### config.mk
export PLATFORM = sky130hd
export DESIGN_NAME = state_variable_filter_mm
export DESIGN_NICKNAME = d
export VERILOG_FILES = /design/src/rtl/svf_pkg.sv /design/src/rtl/svf_sat_trunc.sv /design/src/rtl/state_variable_filter_mm.sv
export SDC_FILE = /design/constraint.sdc
export NUM_CORES = 2
export LEC_CHECK = 0
export ABC_AREA = 0
export BUFFER_PORTS_ARGS = -buffer_cell sky130_fd_sc_hd__buf_2
export CORE_MARGIN = 4
export CORE_UTILIZATION = 49
export DETAILED_ROUTE_END_ITERATION = 16
export PLACE_DENSITY = 0.67
export SLEW_MARGIN = 5
export SYNTH_ARGS = -nofsm -noshare
export SYNTH_HDL_FRONTEND = slang
export SYNTH_SLANG_ARGS = --single-unit
### constraint.sdc
create_clock -name clk -period 10.3 [get_ports clk]
set_input_delay 0.515 -clock clk [delete_from_list [all_inputs] [get_ports clk]]
set_output_delay 0.515 -clock clk [all_outputs]
set_load 0.01 [all_outputs]
### src/rtl/svf_pkg.sv
// Shared codes and constants for the multi-mode state variable filter.
package svf_pkg;

    // Output response selected at sample accept
    localparam logic [1:0] MODE_LP    = 2'd0;
    localparam logic [1:0] MODE_BP    = 2'd1;
    localparam logic [1:0] MODE_HP    = 2'd2;
    localparam logic [1:0] MODE_NOTCH = 2'd3;

    // Coefficient shadow-register select
    localparam logic [1:0] SEL_A1 = 2'd0;
    localparam logic [1:0] SEL_A2 = 2'd1;
    localparam logic [1:0] SEL_A3 = 2'd2;
    localparam logic [1:0] SEL_K  = 2'd3;

    // Per-sample sequencer states
    typedef enum logic [1:0] {
        StIdle,
        StSub,
        StMul,
        StUpd
    } svf_state_e;

    // Products per sample through the shared multiplier
    localparam int unsigned NUM_STEPS = 5;
    localparam int unsigned STEP_W    = 3;

endpackage

### src/rtl/svf_sat_trunc.sv
// Signed saturating narrower: clamps an IN_W-bit two's complement value to OUT_W bits.
module svf_sat_trunc #(
    parameter int IN_W  = 20,
    parameter int OUT_W = 16
) (
    input  logic [IN_W-1:0]  i_data,
    output logic [OUT_W-1:0] o_data
);

    logic [IN_W-OUT_W:0] w_top;
    logic                w_fits;

    // Value fits when every bit above the target sign bit matches it
    assign w_top  = i_data[IN_W-1:OUT_W-1];
    assign w_fits = (&w_top) | ~(|w_top);

    // Pass through, or clamp toward the sign of the input
    always_comb begin
        if (w_fits) begin
            o_data = i_data[OUT_W-1:0];
        end else if (i_data[IN_W-1]) begin
            o_data = {1'b1, {(OUT_W-1){1'b0}}};
        end else begin
            o_data = {1'b0, {(OUT_W-1){1'b1}}};
        end
    end

endmodule

### src/rtl/state_variable_filter_mm.sv
// Multi-mode trapezoidal state variable filter, one shared multiplier, 8-cycle sample period.
module state_variable_filter_mm
    import svf_pkg::*;
#(
    parameter int DATA_W = 16,
    parameter int COEF_W = 18,
    parameter int FRAC   = 14,
    parameter int ST_W   = DATA_W + 2
) (
    input  logic              clk,
    input  logic              rst,
    input  logic [DATA_W-1:0] i_data,
    input  logic              i_valid,
    output logic              o_ready,
    input  logic [1:0]        i_mode,
    input  logic              i_flush,
    input  logic              i_coef_we,
    input  logic [1:0]        i_coef_sel,
    input  logic [COEF_W-1:0] i_coef,
    output logic [DATA_W-1:0] o_data,
    output logic              o_valid
);

    localparam int PROD_W = ST_W + COEF_W;
    localparam int ACC_W  = PROD_W + 2;

    svf_state_e r_state, w_state_next;
    logic [STEP_W-1:0] r_step;
    logic [DATA_W-1:0] r_v0;
    logic [1:0]        r_mode;
    logic              r_flush_pend;
    logic signed [ST_W-1:0]   r_ic1, r_ic2, r_v1, r_v2, r_v3;
    logic signed [ACC_W-1:0]  r_acc;
    logic signed [PROD_W-1:0] r_kv1;
    logic [COEF_W-1:0] r_sh_a1, r_sh_a2, r_sh_a3, r_sh_k;
    logic [COEF_W-1:0] r_a1, r_a2, r_a3, r_k;
    logic [DATA_W-1:0] r_o_data;
    logic              r_o_valid;

    logic                     w_accept;
    logic signed [ST_W-1:0]   w_mul_a;
    logic signed [COEF_W-1:0] w_mul_b;
    logic signed [PROD_W-1:0] w_mul_a_x, w_mul_b_x, w_prod, w_prod_sh;
    logic signed [ACC_W-1:0]  w_add_a, w_sum, w_out_wide;
    logic [ST_W-1:0]          w_sum_sat, w_v3_sat, w_ic1_sat, w_ic2_sat;
    logic signed [ST_W:0]     w_v3_wide;
    logic signed [ST_W+1:0]   w_ic1_wide, w_ic2_wide;
    logic [DATA_W-1:0]        w_out_sat;

    assign w_accept = (r_state == StIdle) && i_valid;
    assign o_data   = r_o_data;
    assign o_valid  = r_o_valid;

    // Sequencer state register
    always_ff @(posedge clk) begin
        if (rst) begin
            r_state <= StIdle;
        end else begin
            r_state <= w_state_next;
        end
    end

    // Next state and handshake output
    always_comb begin
        w_state_next = r_state;
        o_ready      = 1'b0;
        unique case (r_state)
            StIdle: begin
                o_ready = 1'b1;
                if (i_valid) w_state_next = StSub;
            end
            StSub: w_state_next = StMul;
            StMul: if (r_step == STEP_W'(NUM_STEPS - 1)) w_state_next = StUpd;
            StUpd: w_state_next = StIdle;
        endcase
    end

    // Operand routing for the shared multiplier and its accumulate adder
    always_comb begin
        w_mul_a = '0;
        w_mul_b = '0;
        w_add_a = '0;
        if (r_state == StMul) begin
            case (r_step)
                3'd0: begin w_mul_a = r_ic1; w_mul_b = r_a1; end
                3'd1: begin w_mul_a = r_v3;  w_mul_b = r_a2; w_add_a = r_acc; end
                3'd2: begin
                    w_mul_a = r_ic1;
                    w_mul_b = r_a2;
                    w_add_a = {{(ACC_W-ST_W){r_ic2[ST_W-1]}}, r_ic2};
                end
                3'd3: begin w_mul_a = r_v3;  w_mul_b = r_a3; w_add_a = r_acc; end
                3'd4: begin w_mul_a = r_v1;  w_mul_b = r_k;  end
                default: ;
            endcase
        end
    end

    assign w_mul_a_x = {{(PROD_W-ST_W){w_mul_a[ST_W-1]}}, w_mul_a};
    assign w_mul_b_x = {{(PROD_W-COEF_W){w_mul_b[COEF_W-1]}}, w_mul_b};
    assign w_prod    = w_mul_a_x * w_mul_b_x;
    assign w_prod_sh = w_prod >>> FRAC;
    assign w_sum     = w_add_a + {{(ACC_W-PROD_W){w_prod_sh[PROD_W-1]}}, w_prod_sh};

    assign w_v3_wide  = {{(ST_W+1-DATA_W){r_v0[DATA_W-1]}}, r_v0} - {r_ic2[ST_W-1], r_ic2};
    assign w_ic1_wide = {r_v1[ST_W-1], r_v1, 1'b0} - {{2{r_ic1[ST_W-1]}}, r_ic1};
    assign w_ic2_wide = {r_v2[ST_W-1], r_v2, 1'b0} - {{2{r_ic2[ST_W-1]}}, r_ic2};

    // Response select at full width before the output clamp
    always_comb begin
        w_out_wide = '0;
        unique case (r_mode)
            MODE_LP: w_out_wide = {{(ACC_W-ST_W){r_v2[ST_W-1]}}, r_v2};
            MODE_BP: w_out_wide = {{(ACC_W-ST_W){r_v1[ST_W-1]}}, r_v1};
            MODE_HP: w_out_wide = {{(ACC_W-DATA_W){r_v0[DATA_W-1]}}, r_v0}
                                - {{(ACC_W-PROD_W){r_kv1[PROD_W-1]}}, r_kv1}
                                - {{(ACC_W-ST_W){r_v2[ST_W-1]}}, r_v2};
            MODE_NOTCH: w_out_wide = {{(ACC_W-DATA_W){r_v0[DATA_W-1]}}, r_v0}
                                   - {{(ACC_W-PROD_W){r_kv1[PROD_W-1]}}, r_kv1};
        endcase
    end

    svf_sat_trunc #(.IN_W(ACC_W), .OUT_W(ST_W)) u_sat_sum (
        .i_data(w_sum), .o_data(w_sum_sat)
    );
    svf_sat_trunc #(.IN_W(ST_W + 1), .OUT_W(ST_W)) u_sat_v3 (
        .i_data(w_v3_wide), .o_data(w_v3_sat)
    );
    svf_sat_trunc #(.IN_W(ST_W + 2), .OUT_W(ST_W)) u_sat_ic1 (
        .i_data(w_ic1_wide), .o_data(w_ic1_sat)
    );
    svf_sat_trunc #(.IN_W(ST_W + 2), .OUT_W(ST_W)) u_sat_ic2 (
        .i_data(w_ic2_wide), .o_data(w_ic2_sat)
    );
    svf_sat_trunc #(.IN_W(ACC_W), .OUT_W(DATA_W)) u_sat_out (
        .i_data(w_out_wide), .o_data(w_out_sat)
    );

    // Datapath: coefficient shadows, per-step state updates and output register
    always_ff @(posedge clk) begin
        if (rst) begin
            r_step       <= '0;
            r_v0         <= '0;
            r_mode       <= MODE_LP;
            r_flush_pend <= 1'b0;
            r_ic1        <= '0;
            r_ic2        <= '0;
            r_v1         <= '0;
            r_v2         <= '0;
            r_v3         <= '0;
            r_acc        <= '0;
            r_kv1        <= '0;
            r_sh_a1      <= '0;
            r_sh_a2      <= '0;
            r_sh_a3      <= '0;
            r_sh_k       <= '0;
            r_a1         <= '0;
            r_a2         <= '0;
            r_a3         <= '0;
            r_k          <= '0;
            r_o_data     <= '0;
            r_o_valid    <= 1'b0;
        end else begin
            r_o_valid <= 1'b0;
            if (i_coef_we) begin
                unique case (i_coef_sel)
                    SEL_A1: r_sh_a1 <= i_coef;
                    SEL_A2: r_sh_a2 <= i_coef;
                    SEL_A3: r_sh_a3 <= i_coef;
                    SEL_K:  r_sh_k  <= i_coef;
                endcase
            end
            unique case (r_state)
                StIdle: begin
                    // Flush lands on the accept edge too, so the new sample sees zero state
                    if (i_flush) begin
                        r_ic1 <= '0;
                        r_ic2 <= '0;
                    end
                    if (w_accept) begin
                        r_v0   <= i_data;
                        r_mode <= i_mode;
                        r_a1   <= r_sh_a1;
                        r_a2   <= r_sh_a2;
                        r_a3   <= r_sh_a3;
                        r_k    <= r_sh_k;
                    end
                end
                StSub: begin
                    if (i_flush) r_flush_pend <= 1'b1;
                    r_v3   <= w_v3_sat;
                    r_step <= '0;
                end
                StMul: begin
                    if (i_flush) r_flush_pend <= 1'b1;
                    r_step <= r_step + 3'd1;
                    case (r_step)
                        3'd0, 3'd2: r_acc <= w_sum;
                        3'd1:       r_v1  <= w_sum_sat;
                        3'd3:       r_v2  <= w_sum_sat;
                        3'd4:       r_kv1 <= w_prod_sh;
                        default: ;
                    endcase
                end
                StUpd: begin
                    if (r_flush_pend || i_flush) begin
                        r_ic1 <= '0;
                        r_ic2 <= '0;
                    end else begin
                        r_ic1 <= w_ic1_sat;
                        r_ic2 <= w_ic2_sat;
                    end
                    r_flush_pend <= 1'b0;
                    r_o_data     <= w_out_sat;
                    r_o_valid    <= 1'b1;
                end
            endcase
        end
    end

endmodule

## Word level (Yosys, flattened, before mapping)

Index checks and enable logic that the tools add are counted.

| storage, ports and cells | value |
|---|---|
| input bits | 43 |
| output and inout port bits | 18 |
| ROM bits | 0 |
| register bits after elaboration | 335 |
| RAM bits | 0 |
| bits in latches | 0 |
| memories kept | 0 |

| operators by class | value |
|---|---|
| bitwise gates (word level) | 10 |
| equal/unequal tests | 17 |
| reduce and logical (&&, ||, !) cells | 35 |
| order comparisons | 0 |
| muxes and demuxes | 30 |
| $add $sub $neg | 7 |
| $mul | 1 |
| divide/modulo/power cells | 0 |
| shifts and indexed selects | 0 |

Operators with widths:

| kind | count |
|---|---|
| $mux 18 | 13 |
| $pmux 38 s4 | 1 |
| $pmux 38 s2 | 1 |
| $pmux 18 s2 | 2 |
| $pmux 18 s4 | 1 |
| $pmux 18 s3 | 1 |
| $sub 19x18->20 | 2 |
| $add 38x38->38 | 1 |
| $mux 38 | 1 |
| $mul 18x18->36 | 1 |
| $mux 16 | 2 |
| $reduce_and 2->1 | 13 |
| $sub 23x18->24 | 1 |
| $reduce_and 23->1 | 1 |
| $reduce_or 23->1 | 1 |
| $sub 16x22->23 | 1 |
| $reduce_and 21->1 | 1 |
| $reduce_or 21->1 | 1 |
| $sub 16x18->19 | 1 |
| $eq 2x2->1 const B | 6 |
| $reduce_or 2->1 | 5 |
| $pmux 2 s4 | 1 |
| $eq 2x1->1 const B | 3 |
| $eq 3x2->1 const B | 2 |
| other kinds (18) | 37 |

## Logic depth before layout (Yosys ltp)

| logic depth | value |
|---|---|
| depth in word-level cells | 10 |
| mapped depth | 48 |

## Cells and area by module

A second synthesis with hierarchy kept.

| second synthesis, totals | value |
|---|---|
| cell total of the unflattened synthesis | 4142 |
| area, all modules | 33379.5 µm² |

Modules (own cells, without submodules):

| module | cells an instance | times used | area an instance (µm²) |
|---|---|---|---|
| state_variable_filter_mm | 3908 | 1 | 31526.5 |
| svf_sat_trunc at u_sat_ic1 ... | 60 | 2 | 479.2 |
| svf_sat_trunc at u_sat_out | 51 | 1 | 356.6 |
| svf_sat_trunc at u_sat_sum | 38 | 1 | 321.6 |
| svf_sat_trunc at u_sat_v3 | 25 | 1 | 216.5 |

## Worst setup path before layout

OpenSTA, ideal clock, no wires.

| timing path | value |
|---|---|
| path type | register to register |
| start | register r_step[0] |
| end | register r_v2[10] |
| setup slack | -549 ps |
| clock period less this slack | 10849 ps |
| data required time | 10178 ps |
| data arrival time | 10728 ps |
| buffers on the path | 4 |
| library setup time | 122 ps |
| stages on the path, launching flop included | 45 |
| cells stage by stage | dfxtp_1 -> inv_1 -> ha_1 -> buf_6 -> or4_1 -> o211ai_2 -> clkbuf_1 -> a31o_2 -> clkbuf_1 -> nor2_1 -> fa_1 -> inv_1 -> fa_1 -> fa_1 -> inv_1 -> fa_1 -> fa_1 -> inv_1 -> [9 not listed] -> o21bai_1 -> a21oi_1 -> nor2b_1 -> nor2_1 -> xnor2_1 -> ha_1 -> a21o_1 -> a21o_1 -> a221o_1 -> nor2_1 -> o211a_1 -> o31ai_1 -> a21oi_1 -> xor2_1 -> xor2_4 -> a211oi_4 -> buf_6 -> a221o_1 |

| on the way | value |
|---|---|
| word-level cells in the longest chain between the ends | 10 |
| elaborated cells on any way between the ends | 23 |
| classes of those cells | add/sub (1); mul (1); eq/ne (4); mux (8); bitwise (2); reduce/logical (7) |

RTL lines:

| item | RTL line | source |
|---|---|---|
| start, declared | state_variable_filter_mm.sv:28 | `logic [STEP_W-1:0] r_step;` |
| start signal, assigned | state_variable_filter_mm.sv:196 | `r_step <= r_step + 3'd1;` |
| $eq 3x2->1 (tied with other cells) | state_variable_filter_mm.sv:84 | `case (r_step)` |
| $reduce_or 2->1 (no line) | n/a |  |
| $pmux 18 s4 / $pmux 18 s3 (equally long branches) | state_variable_filter_mm.sv:84 |  |
| $mux 18 | state_variable_filter_mm.sv:83 | `if (r_state == StMul) begin` |
| $mul 18x18->36 (*) | state_variable_filter_mm.sv:101 | `assign w_prod = w_mul_a_x * w_mul_b_x;` |
| named net w_prod[32] | state_variable_filter_mm.sv:43 | `logic signed [PROD_W-1:0] w_mul_a_x, w_mul_b_x, w_prod, w_prod_sh;` |
| $add 38x38->38 (*) | state_variable_filter_mm.sv:103 | `assign w_sum = w_add_a + {{(ACC_W-PROD_W){w_prod_sh[PROD_W-1]}}, w_prod_sh};` |
| $reduce_or 21->1 | svf_sat_trunc.sv:15 | `assign w_fits = (&w_top) \| ~(\|w_top);` |
| $not 1->1 | svf_sat_trunc.sv:15 |  |
| $or 1x1->1 | svf_sat_trunc.sv:15 |  |
| $mux 18 (*) | svf_sat_trunc.sv:19 | `if (w_fits) begin` |
| end signal, assigned | state_variable_filter_mm.sv:200 | `3'd3: r_v2 <= w_sum_sat;` |
| end, declared | state_variable_filter_mm.sv:32 | `logic signed [ST_W-1:0] r_ic1, r_ic2, r_v1, r_v2, r_v3;` |

Mark *: on every way through the listed nets, which the timed path passes. The rest lies on a longest branch.
A chain may end at the register's enable or synchronous reset.

## Worst setup path after layout

| timing path | value |
|---|---|
| start | register r_step[0] |
| end | register r_v2[2] |

The elaborated chain is that of the path after synthesis.

==> impl_metrics.csv <==
group,metric,value,unit
run_status,failed_checks,"setup timing",
synthesis,syn_area,32600,sq um
pwr,p_sw,1.90,mW
detailed_routing,wl,100,mm
layout,finalNetCount,5097,
floorplan,top_level_ports,61,
floorplan,dieHeight,266,um
clock_network,clock_tree.buffer_depth,3,
pwr,internal_power,3.09,mW
synthesis,synth_top_cells_by_count,"797 x sky130_fd_sc_hd__nand2_1, 504 x sky130_fd_sc_hd__inv_1, 343 x sky130_fd_sc_hd__nor2_1",
layout,max_reg_flops,38,
pwr,p_clk_share,28.2,%
clock_network,cts_tree,"yes",
worst_setup_path,critical_path.endpoint_type,"flop",
placement,gp_routability_congestion,0.960,
sta,worst_slew_pin_slew,1.17,ns
floorplan,num_rows,94,
sta,max_freq,95.0,MHz
clock_network,cts.hold.buffers_added,0,
placement,placed_cells,5249,
grt,pin_count_of_the_biggest_net_entering_global_routing,120,
worst_setup_path,r2r.worst_path.cells,45,
run_status,outcome,"complete, but fails checks",
layout,share_of_post_route_cells_with_drive_strength_above_1,18.7,%
worst_setup_path,cp_top_family,"adder cells",
synthesis,ys_types,94,
synthesis,synth_edf_count,0,
sta,grt_setup_unrepaired,"true",
synthesis,async_reset_ff_share,0,%
worst_setup_path,cp-startpoint,"r_step[0]$_SDFFE_PP0P_",
clock_network,clk_transition_reported_paths,0.06,ns
sta,clock_skew,0.0230,ns
pwr,power.share.sequential,29.6,%
layout,sequential_cell_area,6720,sq um
synthesis,ys_warn_count,0,
worst_setup_path,reg2reg_from,"r_step[0]$_SDFFE_PP0P_",
detailed_routing,drt-vias-per-instance,5.56,
run,timing.max_cap.violations,0,
detailed_routing,vias,29871,
worst_setup_path,worst_path_largest_cell_delay,0.55,ns
worst_setup_path,critical_path_buf_inv_count,11,
worst_setup_path,worst_ep_arrival_time,10.97,ns
detailed_routing,drc_errors_left,0,
sta,timing.final.max_slew_violations,0,
detailed_routing,drtIter0Drc,2520,
floorplan,die_x,266,um
synthesis,netlist.area_leader.share,20.5,%
clock_network,h-tree-depth,2,
grt,overflow,0,
floorplan,design.core.area,65900,sq um
detailed_routing,postRouteAntennaNets,0,
sta,whs,0.194,ns
layout,largest_register,"r_acc",
layout,n_antenna_cell,0,
synthesis,synth_area_leader_cell,"sky130_fd_sc_hd__dfxtp_1",
synthesis,ys.flop_type,"sky130_fd_sc_hd__dfxtp_1",
worst_setup_path,crit_cells,45,
pwr,leakage,17.3,nW
pwr,power.share.switching,38.1,%
detailed_routing,drtPass1Iterations,6,
hold_path,hold_path_class,"input port to flop",
synthesis,syn_nets,4682,
worst_setup_path,ff2ff_setup_slack,-0.22,ns
layout,layout.filler_cells,5900,
sta,setup_violations,34,
worst_setup_path,crit-reg2reg-capture,"r_v2[2]$_SDFFE_PP0P_",
sta,slew_headroom,22.1,%
worst_setup_path,slowest_stage,"sky130_fd_sc_hd__fa_2",
grt,grt_util_all_layers,28.0,%
grt,grt_pass1_wl,159,mm
placement,place.port_buffers,60,
grt,number_of_global_route_vias_before_repair,29047,
worst_setup_path,critPathKind,"flop to flop",
floorplan,die-area,70800,sq um
sta,period_share,102,%
clock_network,insertion_delay,0.57,ns
sta,worst_path_setup_slack_after_routing,-0.224,ns
grt,number_of_antenna_violations_at_the_first_check_in_global_routing,2,
synthesis,gate_count_post_synth,4072,
clock_network,ctsRootBufferMaster,"sky130_fd_sc_hd__clkbuf_16",
floorplan,start_util,49.6,%
clock_network,num_clock_sinks,335,
layout,post-route-util,60.2,%
layout,largest_registers,"r_acc x38, r_kv1 x22",
worst_setup_path,critPathCapture,"r_v2[2]$_SDFFE_PP0P_",
synthesis,yosys.cell_count.top_type,"sky130_fd_sc_hd__nand2_1",
synthesis,synthesis.area_per_instance,8.02,sq um
pwr,combinational_group_share_of_total_power,42.3,%
sta,finalWorstPathRequiredPeriod,10.52,ns
detailed_routing,drt-wirelength-per-cell,18.6,um
synthesis,postSynthRegisterBits,335,
worst_setup_path,worst-endpoint-required,10.75,ns
pwr,power_density,126,nW/um^2
synthesis,seq_total_area_yosys,20.5,%
synthesis,synth.top_cells.by_area,"sky130_fd_sc_hd__dfxtp_1 21%, sky130_fd_sc_hd__fa_1 20%, sky130_fd_sc_hd__nand2_1 9.2%, sky130_fd_sc_hd__ha_1 8.9%, sky130_fd_sc_hd__inv_1 5.8%",
placement,detailed_place_hpwl,79.1,mm
worst_setup_path,timing.critical_path.fanout_max,13,
pwr,finalPower,4.99,mW
layout,multi_input_comb_area,24100,sq um
layout,final_cells,5376,
worst_setup_path,critical_path.most_common_cell,"sky130_fd_sc_hd__a21o_1",
pwr,peakVddDrop,0.257,mV
sta,finalHoldViolations,0,
worst_setup_path,critical_path.startpoint_type,"flop",
clock_network,cts-buffers-inserted,37,
layout,area_delta_synth_final,21.4,%
-- through the flow --
step | setup TNS [ns] | area [sq um] | setup WS (ns)
global route | -20.96 | 39600 | -0.641
detailed placement | -25.22 | 37000 | -0.772
CTS | -2.67 | 39200 | -0.128
floorplan | 0 | 32800 | 0.0275
finish | -5.77 | 39600 | -0.224
global placement | -16.15 | 37000 | -0.496
-- power groups by stage --
stage	clock [mW]	combinational, mW	sequential [mW]
finish	1.41	2.11	1.48
detailed placement	0	2.00	1.50
floorplan	0	1.51	1.47
CTS	1.43	2.07	1.47
global placement	0	1.98	1.50
global route	1.48	2.32	1.49
-- logic make-up (layout without fill, tap and decap cells) --
logic type | count (synthesis) | in the layout | share of synthesized area (%)
buffers and inverters | 691 | 1130 | 8.05
muxes | 40 | 40 | 1.80
xor gates and xnor gates | 122 | 122 | 3.41
AOI/OAI and AO/OA | 888 | 889 | 18.1
adders and majority gates | 575 | 575 | 29.7
and+or+nand+nor | 1421 | 1421 | 18.4
DFF | 335 | 335 | 20.5
-- what timing repair did --
| action | CTS | global route |
|---|---|---|
| pin swaps | 75 | 36 |
| gates cloned | 1 | 1 |
| resized for setup | 101 | 74 |
| endpoints found under the setup margin | 38 | 38 |
| setup buffers | 46 | 20 |
-- worst min-delay path by stage --
stage,startpoint,to,slack [ns],cells after the start
detailed placement,r_sh_a1[4]$_SDFFE_PP0P_,r_a1[4]$_SDFFE_PP0P_,0.44,2
CTS,i_mode[0],r_mode[0]$_SDFFE_PP0P_,0.18,3
floorplan,r_ic2[10]$_SDFFE_PP0P_,r_ic2[10]$_SDFFE_PP0P_,0.43,2
finish,i_mode[0],r_mode[0]$_SDFFE_PP0P_,0.19,3
global placement,r_sh_k[1]$_SDFFE_PP0P_,r_k[1]$_SDFFE_PP0P_,0.44,2
global route,i_mode[0],r_mode[0]$_SDFFE_PP0P_,0.20,3
-- worst reg2reg max path: cells and delay by family (launching register included) --
family | cells | cell delay (ns)
xor+xnor | 3 | 0.75
simple gates | 6 | 1.15
buf+inv | 11 | 1.32
compound gates | 16 | 3.24
flops | 1 | 0.40
fa+ha+maj | 9 | 3.59
-- metal layers --
| metal | part of all wire [%] | track usage (%) |
|---|---|---|
| met1 | 43 | 38.4 |
| met2 | 47 | 46.4 |
| met3 | 6.8 | 3.81 |
| met4 | 3.6 | 8.81 |
| met5 | 0.028 | 0 |
-- cell type report --
class | count | area share (%)
Sequential cell | 335 | 16.9
Tap cell | 864 | 2.73
Timing Repair Buffer | 562 | 11.4
Multi-Input combinational cell | 3047 | 60.9
Clock buffer | 49 | 2.60
Clock inverter | 15 | 0.574
Inverter | 504 | 4.78
-- cell usage in the layout, fill, tap and decap left out, types with 37 or more instances in the layout --
cell type	instances
sky130_fd_sc_hd__nor2b_1	43
sky130_fd_sc_hd__clkbuf_16	37
sky130_fd_sc_hd__a21oi_1	313
sky130_fd_sc_hd__nand2b_1	42
sky130_fd_sc_hd__nor3_1	56
sky130_fd_sc_hd__fa_1	326
sky130_fd_sc_hd__nor2_1	332
sky130_fd_sc_hd__xnor2_1	86
sky130_fd_sc_hd__ha_1	212
sky130_fd_sc_hd__inv_1	494
sky130_fd_sc_hd__dfxtp_1	331
sky130_fd_sc_hd__nand2_1	787
sky130_fd_sc_hd__buf_2	59
sky130_fd_sc_hd__o21ai_0	103
sky130_fd_sc_hd__a21o_1	54
sky130_fd_sc_hd__buf_4	456
No activity file was read; power rests on OpenSTA's default activity.
